===== src/rtl/timer_ctrl_pkg.sv =====
// Shared state encoding and sizing constants for the timer counter controller.
package timer_ctrl_pkg;

  localparam int PSC_W   = 8;
  localparam int MAX_DIV = 8;

  typedef enum logic [1:0] {
    IDLE = 2'b00,
    RUN  = 2'b01,
    HALT = 2'b10
  } tmr_state_e;

endpackage


===== src/rtl/halt_level_qual.sv =====
// Debug halt level qualifier: asserts only when the condition is seen high
// on two consecutive clock samples, so single-cycle glitches are ignored.
module halt_level_qual (
  input  logic i_clk,
  input  logic i_rst,
  input  logic i_cond,
  output logic o_qual
);

  logic halt_q;

  always_ff @(posedge i_clk or posedge i_rst) begin
    if (i_rst) begin
      halt_q <= 1'b0;
    end else begin
      halt_q <= i_cond;
    end
  end

  assign o_qual = halt_q & i_cond;

endmodule


===== src/rtl/timer_cnt_ctrl.sv =====
// Timer main-counter sequencer: turns enable/divider controls into a count strobe
// and runs the debug halt handshake (IDLE/RUN/HALT).
module timer_cnt_ctrl #(
  parameter int DIV_W   = 4,
  parameter int PSC_W   = 8,
  parameter int MAX_DIV = 8
) (
  input  logic             i_clk,
  input  logic             i_rst,
  input  logic             i_timer_en,
  input  logic             i_div_en,
  input  logic [DIV_W-1:0] i_div_val,
  input  logic             i_cnt_clr,
  input  logic             i_dbg_mode,
  input  logic             i_halt_req,
  output logic             o_cnt_en,
  output logic             o_halt_ack,
  output logic [1:0]       o_state
);

  import timer_ctrl_pkg::*;

  localparam logic [PSC_W-1:0] PSC_ONE = PSC_W'(1);

  tmr_state_e       state_q, state_d;
  logic [PSC_W-1:0] psc_q, psc_d;
  logic [DIV_W:0]   cfg_q, cfg_d;
  logic [DIV_W-1:0] div_clamped;
  logic [PSC_W-1:0] pow2;
  logic [PSC_W-1:0] limit;
  logic             halt_cond;
  logic             halt_qual;
  logic             cfg_change;
  logic             at_limit;

  assign halt_cond = i_dbg_mode & i_halt_req;

  halt_level_qual u_halt_qual (
    .i_clk  (i_clk),
    .i_rst  (i_rst),
    .i_cond (halt_cond),
    .o_qual (halt_qual)
  );

  // Shadow of the divider config; any difference restarts the prescaler.
  assign cfg_d      = {i_div_en, i_div_val};
  assign cfg_change = (cfg_d != cfg_q);

  always_comb begin
    div_clamped = i_div_val;
    if (int'(i_div_val) > MAX_DIV) begin
      div_clamped = DIV_W'(MAX_DIV);
    end
    pow2  = PSC_ONE << div_clamped;
    limit = i_div_en ? (pow2 - PSC_ONE) : '0;
  end

  assign at_limit = (psc_q == limit);

  always_comb begin
    psc_d = psc_q;
    if ((state_q != RUN) && (state_q != HALT)) begin
      psc_d = '0;
    end else if (i_cnt_clr || cfg_change) begin
      psc_d = '0;
    end else if (state_q == RUN) begin
      psc_d = at_limit ? '0 : (psc_q + PSC_ONE);
    end
  end

  always_comb begin
    state_d = state_q;
    case (state_q)
      IDLE: begin
        if (halt_qual)       state_d = HALT;
        else if (i_timer_en) state_d = RUN;
      end
      RUN: begin
        if (halt_qual)        state_d = HALT;
        else if (!i_timer_en) state_d = IDLE;
      end
      HALT: begin
        if (!halt_cond) state_d = i_timer_en ? RUN : IDLE;
      end
      default: state_d = IDLE;
    endcase
  end

  always_ff @(posedge i_clk or posedge i_rst) begin
    if (i_rst) begin
      state_q <= IDLE;
      psc_q   <= '0;
      cfg_q   <= '0;
    end else begin
      state_q <= state_d;
      psc_q   <= psc_d;
      cfg_q   <= cfg_d;
    end
  end

  assign o_cnt_en   = (state_q == RUN) & at_limit & ~i_cnt_clr & ~cfg_change;
  assign o_halt_ack = (state_q == HALT);
  assign o_state    = state_q;

endmodule

===== config.mk =====
export PLATFORM = sky130hd
export DESIGN_NAME = timer_cnt_ctrl
export DESIGN_NICKNAME = d
export VERILOG_FILES = /design/src/rtl/timer_ctrl_pkg.sv /design/src/rtl/halt_level_qual.sv /design/src/rtl/timer_cnt_ctrl.sv
export SDC_FILE = /design/constraint.sdc
export NUM_CORES = 1
export LEC_CHECK = 0
export BUFFER_PORTS_ARGS = -buffer_cell sky130_fd_sc_hd__clkbuf_2
export CORE_MARGIN = 2
export CORE_UTILIZATION = 40
export DETAILED_ROUTE_END_ITERATION = 10
export RECOVER_POWER = 25
export SYNTH_ARGS = -nofsm -noshare
export SYNTH_HDL_FRONTEND = slang
export SYNTH_SLANG_ARGS = --single-unit

===== constraint.sdc =====
create_clock -name i_clk -period 2.5 [get_ports i_clk]
set_clock_uncertainty 0.15 [all_clocks]
set_input_delay 0.125 -clock i_clk [delete_from_list [all_inputs] [get_ports i_clk]]
set_output_delay 0.125 -clock i_clk [all_outputs]
set_load 0.01 [all_outputs]

# Word level (Yosys, flattened, before mapping)
# Index checks and enable logic that the tools add are counted.
# totals
reg_bits	16
in_bits	11
out_inout_bits	4
elab_cells	42
# classes
n_addsub	2
order_cmp	1
n_eq_ne	9
shift	1
mux	13
bitwise	7
reduce_logical	5
# op_table
operator	n
$mux W8	5
$mux W2	5
$add A8 B1 Y8 const B	1
$eq A8 B8 Y1	1
$shl A1 B4 Y8 const A	1
$sub A8 B1 Y8 const B	1
$ne A3 B3 Y1 const B	2
$pmux W2 S3	1
$and A1 B1 Y1	5
$ne A5 B5 Y1	1
$gt A4 B4 Y1 const B	1
$mux W4	1
$ne A2 B2 Y1 const B	2
$reduce_and A3 Y1	1
$reduce_bool A3 Y1	1
$eq A2 B1 Y1 const B	1
$eq A2 B2 Y1 const B	1
$logic_not A2 Y1	1
$ne A2 B1 Y1 const B	1
$not A1 Y1	2
$logic_and A1 B1 Y1	1
$logic_or A1 B1 Y1	1
$mux W1	1

# Longest topological paths before layout
# Gate-level depths: netlist of run 1.
# logic_depth
depth_word	10
ltp_mapped	10
ltp_nobuf	9

# Hierarchy
# Synthesis of run 1 repeated with hierarchy kept, for this count alone.
# hier_totals
hier_cells	123
area_unflattened_um2	1173.6
# by_module_without_submodules
mod	n_inst	cells_per_inst	area_per_inst_um2	seq_area_each_um2
timer_cnt_ctrl	1	120	1138.6	375.4
halt_level_qual	1	3	35.0	25.0

# Worst setup path after synthesis of run 1
# No wires, ideal clock.
# synth_timing
path_kind	input to output
startpoint	in i_div_val[2]
endpoint	out o_cnt_en
arrival_ns	2.382
required_time_ns	2.225
setup_slack_ns	-0.157
stages	9
path_buffers	1
path_cell_list	buf_4 -> or4b_2 -> ha_1 -> or3_1 -> a21oi_2 -> o21a_1 -> o2111ai_4 -> nor2_2 -> and3_1
# synth_via
elab_chain_cells	9
elab_cells_between_ends	11
classes_between	1 x add/sub; 1 x order compare; 2 x eq/ne; 1 x shift; 2 x mux; 4 x bitwise
# synth_lines
element	line	text
start, declared	timer_cnt_ctrl.sv:12	input logic [DIV_W-1:0] i_div_val,
$gt A4 B4 Y1	timer_cnt_ctrl.sv:51	if (int'(i_div_val) > MAX_DIV) begin
$mux W4	timer_cnt_ctrl.sv:51	
$shl A1 B4 Y8	timer_cnt_ctrl.sv:54	pow2 = PSC_ONE << div_clamped;
$sub A8 B1 Y8	timer_cnt_ctrl.sv:55	limit = i_div_en ? (pow2 - PSC_ONE) : '0;
$mux W8	timer_cnt_ctrl.sv:55	
$eq A8 B8 Y1	timer_cnt_ctrl.sv:58	assign at_limit = (psc_q == limit);
$and A1 B1 Y1 (2 in a row)	timer_cnt_ctrl.sv:101	assign o_cnt_en = (state_q == RUN) & at_limit & ~i_cnt_clr & ~cfg_change;
$and A1 B1 Y1 (*)	timer_cnt_ctrl.sv:101	
end, declared	timer_cnt_ctrl.sv:16	output logic o_cnt_en,
# Every way passes the cells marked *; elsewhere a longest branch is shown, timed or not.

# Final worst setup path of run 1
# Same ends and word-level chain as after synthesis.

==> tab_implementation.tex, run 1 <==
\begin{tabular}{lr}
\hline
Metric & Value \\
\hline
\multicolumn{2}{l}{\textbf{Timing}} \\
\quad Number of hold violations in the final report & 0 \\
\quad Max-Slew Margin vs Limit & 0.583 \\
\quad Post-route worst setup slack & 33.9 ps \\
\quad Post-route clock period utilization & 0.986 \\
\quad Hold Slack & $\sim$91 ps \\
\quad Slew at the pin with the worst max-slew slack & 625 ps \\
\quad Final Slew Violations & 0 \\
\quad Final min period & 2470 ps \\
\quad Unrepaired setup endpoints after global routing & yes \\
\quad Top achievable clock speed & between 400 and 500 MHz \\
\quad Final Setup Violations & 0 \\
\multicolumn{2}{l}{\textbf{Logic synthesis}} \\
\quad Cell types with the highest counts after synthesis & sky130\_fd\_sc\_hd\_\_dfrtp\_1 (16), sky130\_fd\_sc\_hd\_\_nand2\_1 (9), sky130\_fd\_sc\_hd\_\_nand2b\_1 (8) \\
\quad Warnings, synthesis & 0 \\
\quad Post-synthesis cell type with the largest combined area & sky130\_fd\_sc\_hd\_\_dfrtp\_1 \\
\quad Fraction of synthesized cell area taken by the top area cell type & 0.319 \\
\quad Synthesized netlist net count & roughly 150 \\
\quad Synth Flop Type & sky130\_fd\_sc\_hd\_\_dfrtp\_1 \\
\quad Cell types with the largest area share after synthesis & sky130\_fd\_sc\_hd\_\_dfrtp\_1 (32\%), sky130\_fd\_sc\_hd\_\_ha\_1 (6.0\%), sky130\_fd\_sc\_hd\_\_buf\_6 (4.5\%), sky130\_fd\_sc\_hd\_\_nand2b\_1 (4.0\%), sky130\_fd\_sc\_hd\_\_xnor2\_1 (3.5\%) \\
\quad Netlist Area Pre-Place & 1250 um\^{}2 \\
\quad EDFF count, synth & 0 \\
\quad Synthesized instance count & 130 \\
\quad Most frequent cell after synthesis & sky130\_fd\_sc\_hd\_\_dfrtp\_1 \\
\quad Post-synthesis sequential element count & 16 \\
\quad Synth async-reset ratio & 1.00 \\
\quad Per-instance average area after synthesis & 9.65 um\^{}2 \\
\quad Unique masters post-synth & 45 \\
\quad Share of the yosys chip area belonging to registers & 0.319 \\
\multicolumn{2}{l}{\textbf{Floorplanning}} \\
\quad Cell row count & 20 \\
\quad Initial cell density of the core & 0.414 \\
\quad Die area & 3600 um\^{}2 \\
\quad IO Count & 15 \\
\quad Y dimension of the die & 60.0 um \\
\quad Core box area & between 3000 and 4000 um\^{}2 \\
\quad Die Wd & 60.0 um \\
\multicolumn{2}{l}{\textbf{Routing}} \\
\quad Detailed-route DRC error count & 0 \\
\quad Post-detailed-route via-to-cell ratio & 5.34 \\
\quad Detailed router's first-iteration violation count & 22 \\
\quad Detailed-route wire length & 2.79 mm \\
\quad Antenna-violating nets left & 0 \\
\quad Routed length per instance & approximately 14 um \\
\quad Detailed-route via count & 1085 \\
\quad Detailed Routing Iterations Pass 1 & 4 \\
\multicolumn{2}{l}{\textbf{Critical path}} \\
\quad Max Fanout on Critical Path & 6 \\
\quad Cell chain of the critical path & buf\_6 > or4b\_4 > ha\_4 > or3\_1 > a21oi\_2 > o21a\_1 > o2111ai\_4 > nor2\_4 > and3\_4 > buf\_6 \\
\quad Cell repeated most along the worst path & sky130\_fd\_sc\_hd\_\_buf\_6 \\
\quad Dominant delay contributor by cell family on the critical path & simple AND/OR/NAND/NOR gates \\
\quad Data arrival, critical path & $\sim$2200 ps \\
\quad Buf+Inv Stages, Crit Path & 2 \\
\quad Worst setup path class & input pin to primary output \\
\quad Critical Path Source Type & input pin \\
\quad Element type at the critical path end & primary output \\
\quad Biggest cell delay along the critical path & approximately 530 ps \\
\quad Data required time at the worst endpoint & approximately 2200 ps \\
\quad Slowest cell on crit path & sky130\_fd\_sc\_hd\_\_or4b\_4 \\
\multicolumn{2}{l}{\textbf{Final layout}} \\
\quad Layout Area Growth over Synthesis & 22.3\% \\
\quad Fraction of layout instances using a drive strength above 1 & 0.264 \\
\quad Number of fill cells & 285 \\
\quad Final core occ & 0.507 \\
\quad Post-route non-filler standard cell count & 203 \\
\quad Diodes inserted & 0 \\
\quad Total Nets Final & 177 \\
\quad Final instance area & 1540 um\^{}2 \\
\multicolumn{2}{l}{\textbf{Global route}} \\
\quad Grt ovf & 0 \\
\quad Largest net degree at the start of global routing & 17 \\
\quad Number of global-route vias before repair & 1086 \\
\quad Initial antenna violation count & 0 \\
\quad GRT Overall Usage & 0.184 \\
\quad Global-route wire length before repair & approximately 5 mm \\
\quad Routing usage on met2 & 0.323 \\
\quad Routing usage on met3 & 0.0195 \\
\quad GR Util met1 & 0.224 \\
\quad Most crowded layer after global routing & met2 \\
\multicolumn{2}{l}{\textbf{Clock network}} \\
\quad CTS H-tree lvls & 1 \\
\quad TritonCTS buffer count & 3 \\
\quad Clock latency on the worst-skew pair & 290 ps \\
\quad Root cell of the clock tree & sky130\_fd\_sc\_hd\_\_clkbuf\_4 \\
\quad Clock transition at the register clock pins on the worst setup and hold paths after CTS & 110 ps \\
\quad CTS Buffer Depth & 2 \\
\quad CTS sink count & 16 \\
\quad TritonCTS clock tree & done \\
\multicolumn{2}{l}{\textbf{Power and ir drop}} \\
\quad Power density cells & about 490 nW/um\^{}2 \\
\quad Static Leakage & 0.630 nW \\
\quad Worst vdd ir & 0.278 mV \\
\multicolumn{2}{l}{\textbf{Run}} \\
\quad Number of violations of the max-capacitance limit & 0 \\
\multicolumn{2}{l}{\textbf{Placed design}} \\
\quad DP Worst Slack & -32.9 ps \\
\quad Post-detailed-placement half-perimeter wirelength & 2.02 mm \\
\quad Post-placement cell area & 1390 um\^{}2 \\
\quad Cells after DPL & 189 \\
\quad Number of buffers added on ports & 14 \\
\quad Final RePlAce weighted congestion & 0.809 \\
\multicolumn{2}{l}{\textbf{Min path}} \\
\quad Hold/Removal Path Class & input pin to register \\
\multicolumn{2}{l}{\textbf{Outcome}} \\
\quad Status & finished clean \\
\hline
\end{tabular}
repair_timing:
item | in CTS | in global routing
hold buffers | 8 | 0
pin swaps | 7 | 3
hold endpoints to repair | 22 | 0
gates resized for setup | 0 | 4
setup buffers | 1 | 1
endpoints found under the setup margin | 1 | 1
cloned | 0 | 0
area by class of cell:
| type | instances | area (um^2) | area share |
|---|---|---|---|
| clock buffer | 4 | 36.3 | 0.0236 |
| inverter | 4 | 15.0 | 0.00978 |
| multi-input combinational | 102 | 783 | 0.510 |
| sequential | 16 | 400 | 0.261 |
| tap | 44 | 55.1 | 0.0359 |
| timing repair buffer | 33 | 245 | 0.160 |
report_power, final:
part | internal [mW] | total, mW | switching (mW)
logic | 0.137 | 0.285 | 0.148
clock network | 0.0887 | 0.178 | 0.0894
registers | 0.274 | 0.294 | 0.0190
cells in the final DEF (no fill, tap or decap), types with 3 or more instances in the layout:
cell,synthesis,routed
sky130_fd_sc_hd__dlygate4sd3_1,0,8
sky130_fd_sc_hd__o21ai_0,4,4
sky130_fd_sc_hd__xnor2_1,5,5
sky130_fd_sc_hd__nand2b_1,8,8
sky130_fd_sc_hd__inv_1,4,4
sky130_fd_sc_hd__dfrtp_1,16,16
sky130_fd_sc_hd__clkbuf_4,0,3
sky130_fd_sc_hd__nor3b_1,3,3
sky130_fd_sc_hd__buf_4,2,11
sky130_fd_sc_hd__clkbuf_2,0,12
sky130_fd_sc_hd__nand2_1,9,9
sky130_fd_sc_hd__a21oi_1,7,7
sky130_fd_sc_hd__ha_1,6,5
sky130_fd_sc_hd__nor2_1,4,4
sky130_fd_sc_hd__xor2_1,5,5
sky130_fd_sc_hd__nand4_1,5,5
sky130_fd_sc_hd__nor3_1,3,3
sky130_fd_sc_hd__and2_1,4,4
sky130_fd_sc_hd__o211ai_1,3,3
cells by family (layout without fill, tap and decap cells):
| logic type | count (synthesis) | count (layout) | synth area share |
|---|---|---|---|
| multiplexers | 1 | 1 | 0.00897 |
| AO/OA/AOI/OAI | 35 | 35 | 0.223 |
| flip-flops | 16 | 16 | 0.319 |
| adder cells (fa/ha/maj) | 6 | 6 | 0.0598 |
| XOR/XNOR | 10 | 10 | 0.0698 |
| AND/OR/NAND/NOR | 50 | 50 | 0.241 |
| buffers and inverters | 12 | 41 | 0.0778 |
routing by layer:
layer | vias to the layer above | wire (um)
li1 | 536 | -
met1 | 522 | 1260
met2 | 21 | 1390
met3 | 6 | 79
met4 | 0 | 64
met5 | - | 0
worst min-delay path, stage by stage:
cell,delay (ps)
sky130_fd_sc_hd__clkbuf_2,100
sky130_fd_sc_hd__a22oi_1,90
sky130_fd_sc_hd__o31ai_1,190
worst paths after layout:
check	to	startpoint	slack, ps	cells after the start
worst max-delay path	o_cnt_en	i_div_val[2]	30	10
worst min-delay path	o_state[0]	i_timer_en	90	3
worst max register to register	psc_q[3]	psc_q[2]	220	8
worst min register to register	o_state[1]	o_state[1]	440	2
max in group asynchronous	psc_q[2]	i_rst	1510	3
min in group asynchronous	cfg_q[3]	i_rst	280	3
metrics by stage:
step | total power, mW | TNS, ps
floorplan | 0.514 | 0
global placement | 0.556 | -23.9
detailed placement | 0.569 | -130
CTS | 0.756 | -10.2
global route | 0.813 | -56.8
finish | 0.756 | 0
state kept, by name, summed over array words and instances (netlist names):
name,flops
psc_q,8
cfg_q,5
o_state,2
u_halt_qual.halt_q,1
Power figures use the tool's default switching activity.
==> run 2, diff against run 1 <==
- ABC_CLOCK_PERIOD_IN_PS: default -> 2500
- SETUP_SLACK_MARGIN: default -> 0.1
==> run 2 against run 1 <==
Compared with the run above: core utilization fell by 0.99 points; sequential power about the same; die area stayed put; worst hold slack got worse by 84 ps; critical endpoint unchanged; highest routed layer unchanged.
==> tab_implementation.tex, run 2 (synthesized netlist as in run 1, its figures left out) <==
\begin{tabular}{lr}
\hline
Metric & Value \\
\hline
\multicolumn{2}{l}{\textbf{Outcome}} \\
\quad Status & finished clean \\
\multicolumn{2}{l}{\textbf{Timing}} \\
\quad Post-route clock period utilization & 0.968 (-0.0184) \\
\quad Slew at the pin with the worst max-slew slack & 638 ps (+12.6 ps) \\
\quad Number of hold violations in the final report & 0 (unchanged) \\
\quad Top achievable clock speed & 413 MHz (+1.9\%) \\
\quad Max-Slew Margin vs Limit & 0.574 (-0.00843) \\
\quad Final Slew Violations & 0 (unchanged) \\
\quad Final min period & 2420 ps (-46.0 ps) \\
\quad Final Setup Violations & 0 (unchanged) \\
\quad Unrepaired setup endpoints after global routing & yes \\
\multicolumn{2}{l}{\textbf{Global route}} \\
\quad GRT Overall Usage & 0.181 (-0.00367) \\
\quad Initial antenna violation count & 0 (unchanged) \\
\quad Grt ovf & 0 (unchanged) \\
\quad Number of global-route vias before repair & 1103 (+1.6\%) \\
\quad Global-route wire length before repair & 4.89 mm (-1.3\%) \\
\quad Largest net degree at the start of global routing & 20 (+3) \\
\multicolumn{2}{l}{\textbf{Floorplanning}} \\
\quad Cell row count & 20 (unchanged) \\
\quad Y dimension of the die & 60.0 um (unchanged) \\
\quad Core box area & 3030 um\^{}2 (unchanged) \\
\quad Die area & 3600 um\^{}2 (unchanged) \\
\quad IO Count & 15 (unchanged) \\
\quad Die Wd & 60.0 um (unchanged) \\
\quad Initial cell density of the core & 0.414 (unchanged) \\
\multicolumn{2}{l}{\textbf{Clock network}} \\
\quad TritonCTS buffer count & 3 (unchanged) \\
\quad CTS H-tree lvls & 1 (unchanged) \\
\quad TritonCTS clock tree & done \\
\quad Clock transition at the register clock pins on the worst setup and hold paths after CTS & 100 ps (about the same) \\
\quad Root cell of the clock tree & sky130\_fd\_sc\_hd\_\_clkbuf\_4 \\
\quad CTS Buffer Depth & 2 (unchanged) \\
\quad CTS sink count & 16 (unchanged) \\
\quad CTS hold repair buffers & 7 (-1) \\
\quad Clock latency on the worst-skew pair & 290 ps (about the same) \\
\multicolumn{2}{l}{\textbf{Run}} \\
\quad Number of violations of the max-capacitance limit & 0 (unchanged) \\
\multicolumn{2}{l}{\textbf{Final layout}} \\
\quad Most used cells in the layout excluding fill and tap cells & sky130\_fd\_sc\_hd\_\_dfrtp\_1 (16), sky130\_fd\_sc\_hd\_\_clkbuf\_2 (12), sky130\_fd\_sc\_hd\_\_nand2\_1 (9) \\
\quad Largest register FFs & 8 (unchanged) \\
\quad Final core occ & 0.497 (-0.00992) \\
\quad Largest register by flop count & psc\_q \\
\quad Total Nets Final & 174 (-1.7\%) \\
\quad Layout Area Growth over Synthesis & 19.9\% \\
\quad Fraction of layout instances using a drive strength above 1 & 0.250 (-0.0142) \\
\quad Most common library cell in the layout ignoring fill and taps & sky130\_fd\_sc\_hd\_\_dfrtp\_1 \\
\quad Diodes inserted & 0 (unchanged) \\
\multicolumn{2}{l}{\textbf{Critical path}} \\
\quad Critical Path Source Type & input pin \\
\quad Slowest cell on crit path & sky130\_fd\_sc\_hd\_\_or4b\_4 \\
\quad Buf+Inv Stages, Crit Path & 2 (unchanged) \\
\quad Dominant delay contributor by cell family on the critical path & simple AND/OR/NAND/NOR gates \\
\quad Worst setup path class & input pin to primary output \\
\quad Cell chain of the critical path & clkbuf\_2 > or4b\_4 > ha\_4 > or3\_4 > a21oi\_4 > o21a\_1 > o2111ai\_4 > nor2\_4 > and3\_4 > clkbuf\_2 \\
\quad Data required time at the worst endpoint & 2230 ps (about the same) \\
\quad Cell repeated most along the worst path & sky130\_fd\_sc\_hd\_\_clkbuf\_2 \\
\quad Biggest cell delay along the critical path & 540 ps (about the same) \\
\quad Element type at the critical path end & primary output \\
\quad Max Fanout on Critical Path & 6 (unchanged) \\
\quad Data arrival, critical path & 2150 ps (-40 ps) \\
\multicolumn{2}{l}{\textbf{Routing}} \\
\quad Routed length per instance & 14.0 um (+1.5\%) \\
\quad Detailed-route DRC error count & 0 (unchanged) \\
\quad Post-detailed-route via-to-cell ratio & 5.28 (-1.2\%) \\
\quad Detailed router's first-iteration violation count & 35 (+59\%) \\
\quad Detailed Routing Iterations Pass 1 & 4 (unchanged) \\
\quad Antenna-violating nets left & 0 (unchanged) \\
\quad Detailed-route wire length & 2.79 mm (unchanged) \\
\quad Detailed-route via count & 1056 (-2.7\%) \\
\multicolumn{2}{l}{\textbf{Placed design}} \\
\quad Final RePlAce weighted congestion & 0.797 (-1.5\%) \\
\quad Number of buffers added on ports & 14 (unchanged) \\
\quad Post-detailed-placement half-perimeter wirelength & 1.95 mm (-3.8\%) \\
\multicolumn{2}{l}{\textbf{Power and ir drop}} \\
\quad Power density cells & 491 nW/um\^{}2 (-0.43\%) \\
\quad Switching part of the total & 0.339 (about the same) \\
\quad Worst vdd ir & 0.348 mV (+25\%) \\
\quad P\_sw & 250 uW (-2.4\%) \\
\quad Static Leakage & 0.607 nW (-3.7\%) \\
\quad Relative contribution of sequential cells to total power & 0.397 (+0.009) \\
\quad Power share of the combinational group & 0.367 (-0.009) \\
\quad Post-route total power & 738 uW (-2.4\%) \\
\quad Internal portion of total power & 488 uW (-2.4\%) \\
\quad Clk network pwr share & 0.236 (about the same) \\
\multicolumn{2}{l}{\textbf{Min path}} \\
\quad Hold/Removal Path Class & input pin to register \\
\hline
\end{tabular}
-- run 2: power groups by stage --
stage	combinational [mW]	clock, mW	sequential [mW]
floorplan	0.216	0	0.298
global placement	0.247	0	0.296
detailed placement	0.257	0	0.299
CTS	0.272	0.180	0.294
global route	0.299	0.193	0.296
finish	0.271	0.174	0.293
-- run 2: timing repair --
item                                    in CTS  in global routing
gates resized for setup                      2                  2
cloned                                       0                  0
endpoints found under the setup margin       1                  1
endpoints found under the hold margin       22                  1
pin swaps                                    5                  1
setup buffers                                2                  0
-- run 2: per-layer routing --
layer  track usage  up-vias  share of wire
met5             0        -              0
met4        0.0571        0          0.010
met3        0.0281        4          0.025
met2         0.315       14           0.50
met1         0.227      515           0.46
li1              -      523              -
-- run 2: layout make-up --
cell class,count,area (um^2)
Fill cell,289,1520
Timing Repair Buffer,30,203
Clock buffer,4,36.3
Multi-Input combinational cell,102,796
Tap cell,44,55.1
Inverter,4,15.0
Sequential cell,16,400
-- run 2: worst register-to-register path: cells and delay by family (launching register included) --
kind / cells / cell delay, ps
buffers and inverters: 1 / 80
AOI/OAI and AO/OA: 2 / 540
DFF: 1 / 430
muxes: 1 / 340
adders and majority gates: 1 / 380
-- run 2: worst paths after layout --
check,slack (ps),from,depth (start not counted),endpoint
worst max-delay path,80,i_div_val[1],10,o_cnt_en
worst min-delay path,7,i_div_val[3],2,cfg_q[3]
worst max register to register,480,o_state[1],5,o_state[1]
worst min register to register,420,o_state[1],2,o_state[1]
max in group asynchronous,1500,i_rst,3,psc_q[0]
min in group asynchronous,290,i_rst,3,cfg_q[0]
-- run 2: metrics by stage --
step / setup TNS, ps / worst slack (ps) / hold WS, ps / cells / area (um^2)
global placement: 0 / 15.4 / 70.5 / 187 / 1370
global route: 0 / 6.00 / -3.28 / 200 / 1510
floorplan: 0 / 100 / -111 / 130 / 1280
detailed placement: -7.21 / -4.22 / 75.6 / 187 / 1370
finish: 0 / 79.9 / 7.31 / 200 / 1510
CTS: 0 / 68.0 / -1.89 / 200 / 1500
==> run 3, diff against run 2 <==
- PLACE_DENSITY_LB_ADDON: default -> 0.12
==> run 3 against run 2 <==
Compared with the run above: cell count rose by 2.0%; cell area barely moved; via count rose by 0.85%; first-iteration DRC count fell by 29%; worst hold slack improved by 85 ps; sequential share of layout area barely moved; wire length fell by 5.3%; clock power fell by 22%; largest cell class unchanged; largest power group unchanged; highest routed layer unchanged.
==> tab_implementation.tex, run 3 (synthesized netlist as in run 1, its figures left out) <==
\begin{tabular}{lr}
\hline
Metric & Value \\
\hline
\multicolumn{2}{l}{\textbf{Global route}} \\
\quad Global-route wire length before repair & 4.55 mm (-6.8\%) \\
\quad Largest net degree at the start of global routing & 19 (-5.0\%) \\
\quad GRT Overall Usage & 0.168 (-0.0123) \\
\quad Initial antenna violation count & 0 (unchanged) \\
\quad Grt ovf & 0 (unchanged) \\
\quad Number of global-route vias before repair & 1057 (-4.2\%) \\
\multicolumn{2}{l}{\textbf{Min path}} \\
\quad Hold/Removal Path Class & input pin to register \\
\multicolumn{2}{l}{\textbf{Final layout}} \\
\quad Largest register by flop count & psc\_q \\
\quad Diodes inserted & 0 (unchanged) \\
\quad Layout Area Growth over Synthesis & 20.0\% (about the same) \\
\quad Fraction of layout instances using a drive strength above 1 & 0.244 (-0.00625) \\
\quad Total Nets Final & 179 (+2.9\%) \\
\quad Largest register FFs & 8 (unchanged) \\
\quad Most common library cell in the layout ignoring fill and taps & sky130\_fd\_sc\_hd\_\_dfrtp\_1 \\
\quad Final instance area & 1510 um\^{}2 (about the same) \\
\quad Most used cells in the layout excluding fill and tap cells & sky130\_fd\_sc\_hd\_\_dfrtp\_1 (16), sky130\_fd\_sc\_hd\_\_clkbuf\_2 (13), sky130\_fd\_sc\_hd\_\_buf\_4 (10) \\
\quad Number of fill cells & 291 (+0.69\%) \\
\multicolumn{2}{l}{\textbf{Critical path}} \\
\quad Worst setup path class & input pin to primary output \\
\quad Cell chain of the critical path & clkbuf\_2 > or4b\_4 > ha\_4 > or3\_1 > a21oi\_2 > o21a\_1 > o2111ai\_4 > nor2\_2 > and3\_4 > clkbuf\_2 \\
\quad Data required time at the worst endpoint & 2230 ps (about the same) \\
\quad Data arrival, critical path & 2130 ps (-20 ps) \\
\quad Slowest cell on crit path & sky130\_fd\_sc\_hd\_\_or4b\_4 \\
\quad Max Fanout on Critical Path & 6 (unchanged) \\
\quad Biggest cell delay along the critical path & 540 ps (about the same) \\
\quad Element type at the critical path end & primary output \\
\quad Cell repeated most along the worst path & sky130\_fd\_sc\_hd\_\_clkbuf\_2 \\
\quad Critical Path Source Type & input pin \\
\multicolumn{2}{l}{\textbf{Power and ir drop}} \\
\quad Static Leakage & 0.614 nW (+1.2\%) \\
\quad Worst vdd ir & 0.326 mV (-6.1\%) \\
\quad Power density cells & 465 nW/um\^{}2 (-5.1\%) \\
\multicolumn{2}{l}{\textbf{Timing}} \\
\quad Final Slew Violations & 0 (unchanged) \\
\quad Top achievable clock speed & 416 MHz (+0.66\%) \\
\quad Unrepaired setup endpoints after global routing & yes \\
\quad Max-Slew Margin vs Limit & 0.577 (+0.00236) \\
\quad Number of hold violations in the final report & 0 (unchanged) \\
\quad Final min period & 2400 ps (-15.8 ps) \\
\quad Slew at the pin with the worst max-slew slack & 634 ps (-3.53 ps) \\
\quad Final Setup Violations & 0 (unchanged) \\
\quad Post-route clock period utilization & 0.962 (-0.00631) \\
\quad Total negative setup slack & 0 ps (unchanged) \\
\multicolumn{2}{l}{\textbf{Placed design}} \\
\quad Number of buffers added on ports & 14 (unchanged) \\
\quad Post-detailed-placement half-perimeter wirelength & 2.02 mm (+4.0\%) \\
\quad Post-placement cell area & 1410 um\^{}2 (+2.7\%) \\
\quad Final RePlAce weighted congestion & 0.765 (-4.1\%) \\
\multicolumn{2}{l}{\textbf{Routing}} \\
\quad Post-detailed-route via-to-cell ratio & 5.22 (-1.1\%) \\
\quad Detailed router's first-iteration violation count & 25 (-29\%) \\
\quad Detailed-route DRC error count & 0 (unchanged) \\
\quad Detailed-route wire length & 2.64 mm (-5.3\%) \\
\quad Antenna-violating nets left & 0 (unchanged) \\
\quad Detailed Routing Iterations Pass 1 & 4 (unchanged) \\
\quad Routed length per instance & 13.0 um (-7.2\%) \\
\quad Detailed-route via count & 1065 (+0.85\%) \\
\multicolumn{2}{l}{\textbf{Floorplanning}} \\
\quad Core box area & 3030 um\^{}2 (unchanged) \\
\quad Die Wd & 60.0 um (unchanged) \\
\quad Die area & 3600 um\^{}2 (unchanged) \\
\quad Y dimension of the die & 60.0 um (unchanged) \\
\quad Cell row count & 20 (unchanged) \\
\quad Initial cell density of the core & 0.414 (unchanged) \\
\quad IO Count & 15 (unchanged) \\
\multicolumn{2}{l}{\textbf{Clock network}} \\
\quad Number of resized instances in the post-cts repair step & 0 (-2) \\
\quad CTS Buffer Depth & 2 (unchanged) \\
\quad TritonCTS clock tree & done \\
\quad Clock latency on the worst-skew pair & 280 ps (about the same) \\
\quad CTS H-tree lvls & 1 (unchanged) \\
\quad Clock transition at the register clock pins on the worst setup and hold paths after CTS & 90 ps (about the same) \\
\quad CTS sink count & 16 (unchanged) \\
\quad Root cell of the clock tree & sky130\_fd\_sc\_hd\_\_clkbuf\_4 \\
\quad TritonCTS buffer count & 3 (unchanged) \\
\multicolumn{2}{l}{\textbf{Outcome}} \\
\quad Status & finished clean \\
\multicolumn{2}{l}{\textbf{Run}} \\
\quad Number of violations of the max-capacitance limit & 0 (unchanged) \\
\hline
\end{tabular}
[run 3: cell count changes in the layout (fill, tap and decap cells not counted), sizes merged]
cell,before,now
clkbuf,18,20
buf,9,10
dlygate4sd3,7,8
[run 3: path summary, 6_finish.rpt]
| path | from | to | slack (ps) | cells past startpoint |
|---|---|---|---|---|
| max in group asynchronous | i_rst | psc_q[4] | 1490 | 3 |
| hold / removal | i_timer_en | o_state[0] | 90 | 3 |
| setup / recovery | i_div_val[1] | o_cnt_en | 100 | 10 |
| setup reg to reg | psc_q[0] | psc_q[4] | 540 | 6 |
| hold reg to reg | o_state[1] | o_state[1] | 420 | 2 |
| min in group asynchronous | i_rst | cfg_q[1] | 300 | 3 |
[run 3: critical path, delay by kind of cell]
family	cells	cell delay (ps)
buffers and inverters	2	210
AOI/OAI and AO/OA	3	440
and+or+nand+nor	4	1160
adders and majority gates	1	190
[run 3: cell type report]
class / count / area [um^2] / area share
clock buffers: 3 / 22.5 / 0.0150
inverters: 4 / 15.0 / 0.00997
multi-input cells: 102 / 778 / 0.517
flip-flops and latches: 16 / 400 / 0.266
well taps: 44 / 55.1 / 0.0365
repair buffers: 35 / 235 / 0.156
[run 3: layer usage]
| metal | wire length, um | global-route usage |
|---|---|---|
| met1 | 1230 | 0.202 |
| met5 | 0 | 0 |
| met4 | 17 | 0.0571 |
| met3 | 62 | 0.0260 |
| met2 | 1330 | 0.303 |
[run 3: metrics by stage]
stage           util  setup WS, ps  hold slack (ps)  power (mW)  std cells
2_1_floorplan      -           100             -111       0.514        130
3_3_place_gp   0.465          17.8             77.5       0.559        192
3_5_place_dp   0.465         -17.8             79.2       0.566        192
4_1_cts        0.502          57.0             96.2       0.715        204
5_1_grt        0.498          7.73              110       0.765        204
6_report       0.498          95.6             91.9       0.701        204
[run 3: power breakdown]
group | internal (mW) | leakage [nW] | switching (mW)
registers | 0.275 | 0.209 | 0.0162
logic | 0.131 | 0.392 | 0.143
clock network | 0.0558 | 0.0138 | 0.0804
[run 3: what timing repair did]
item                       4_1_cts  5_1_grt
hold endpoints to repair        22        0
setup endpoints to repair        1        1
gates cloned                     0        0
setup buffers                    1        0
hold buffers                     8        0
pin swaps                        5        1
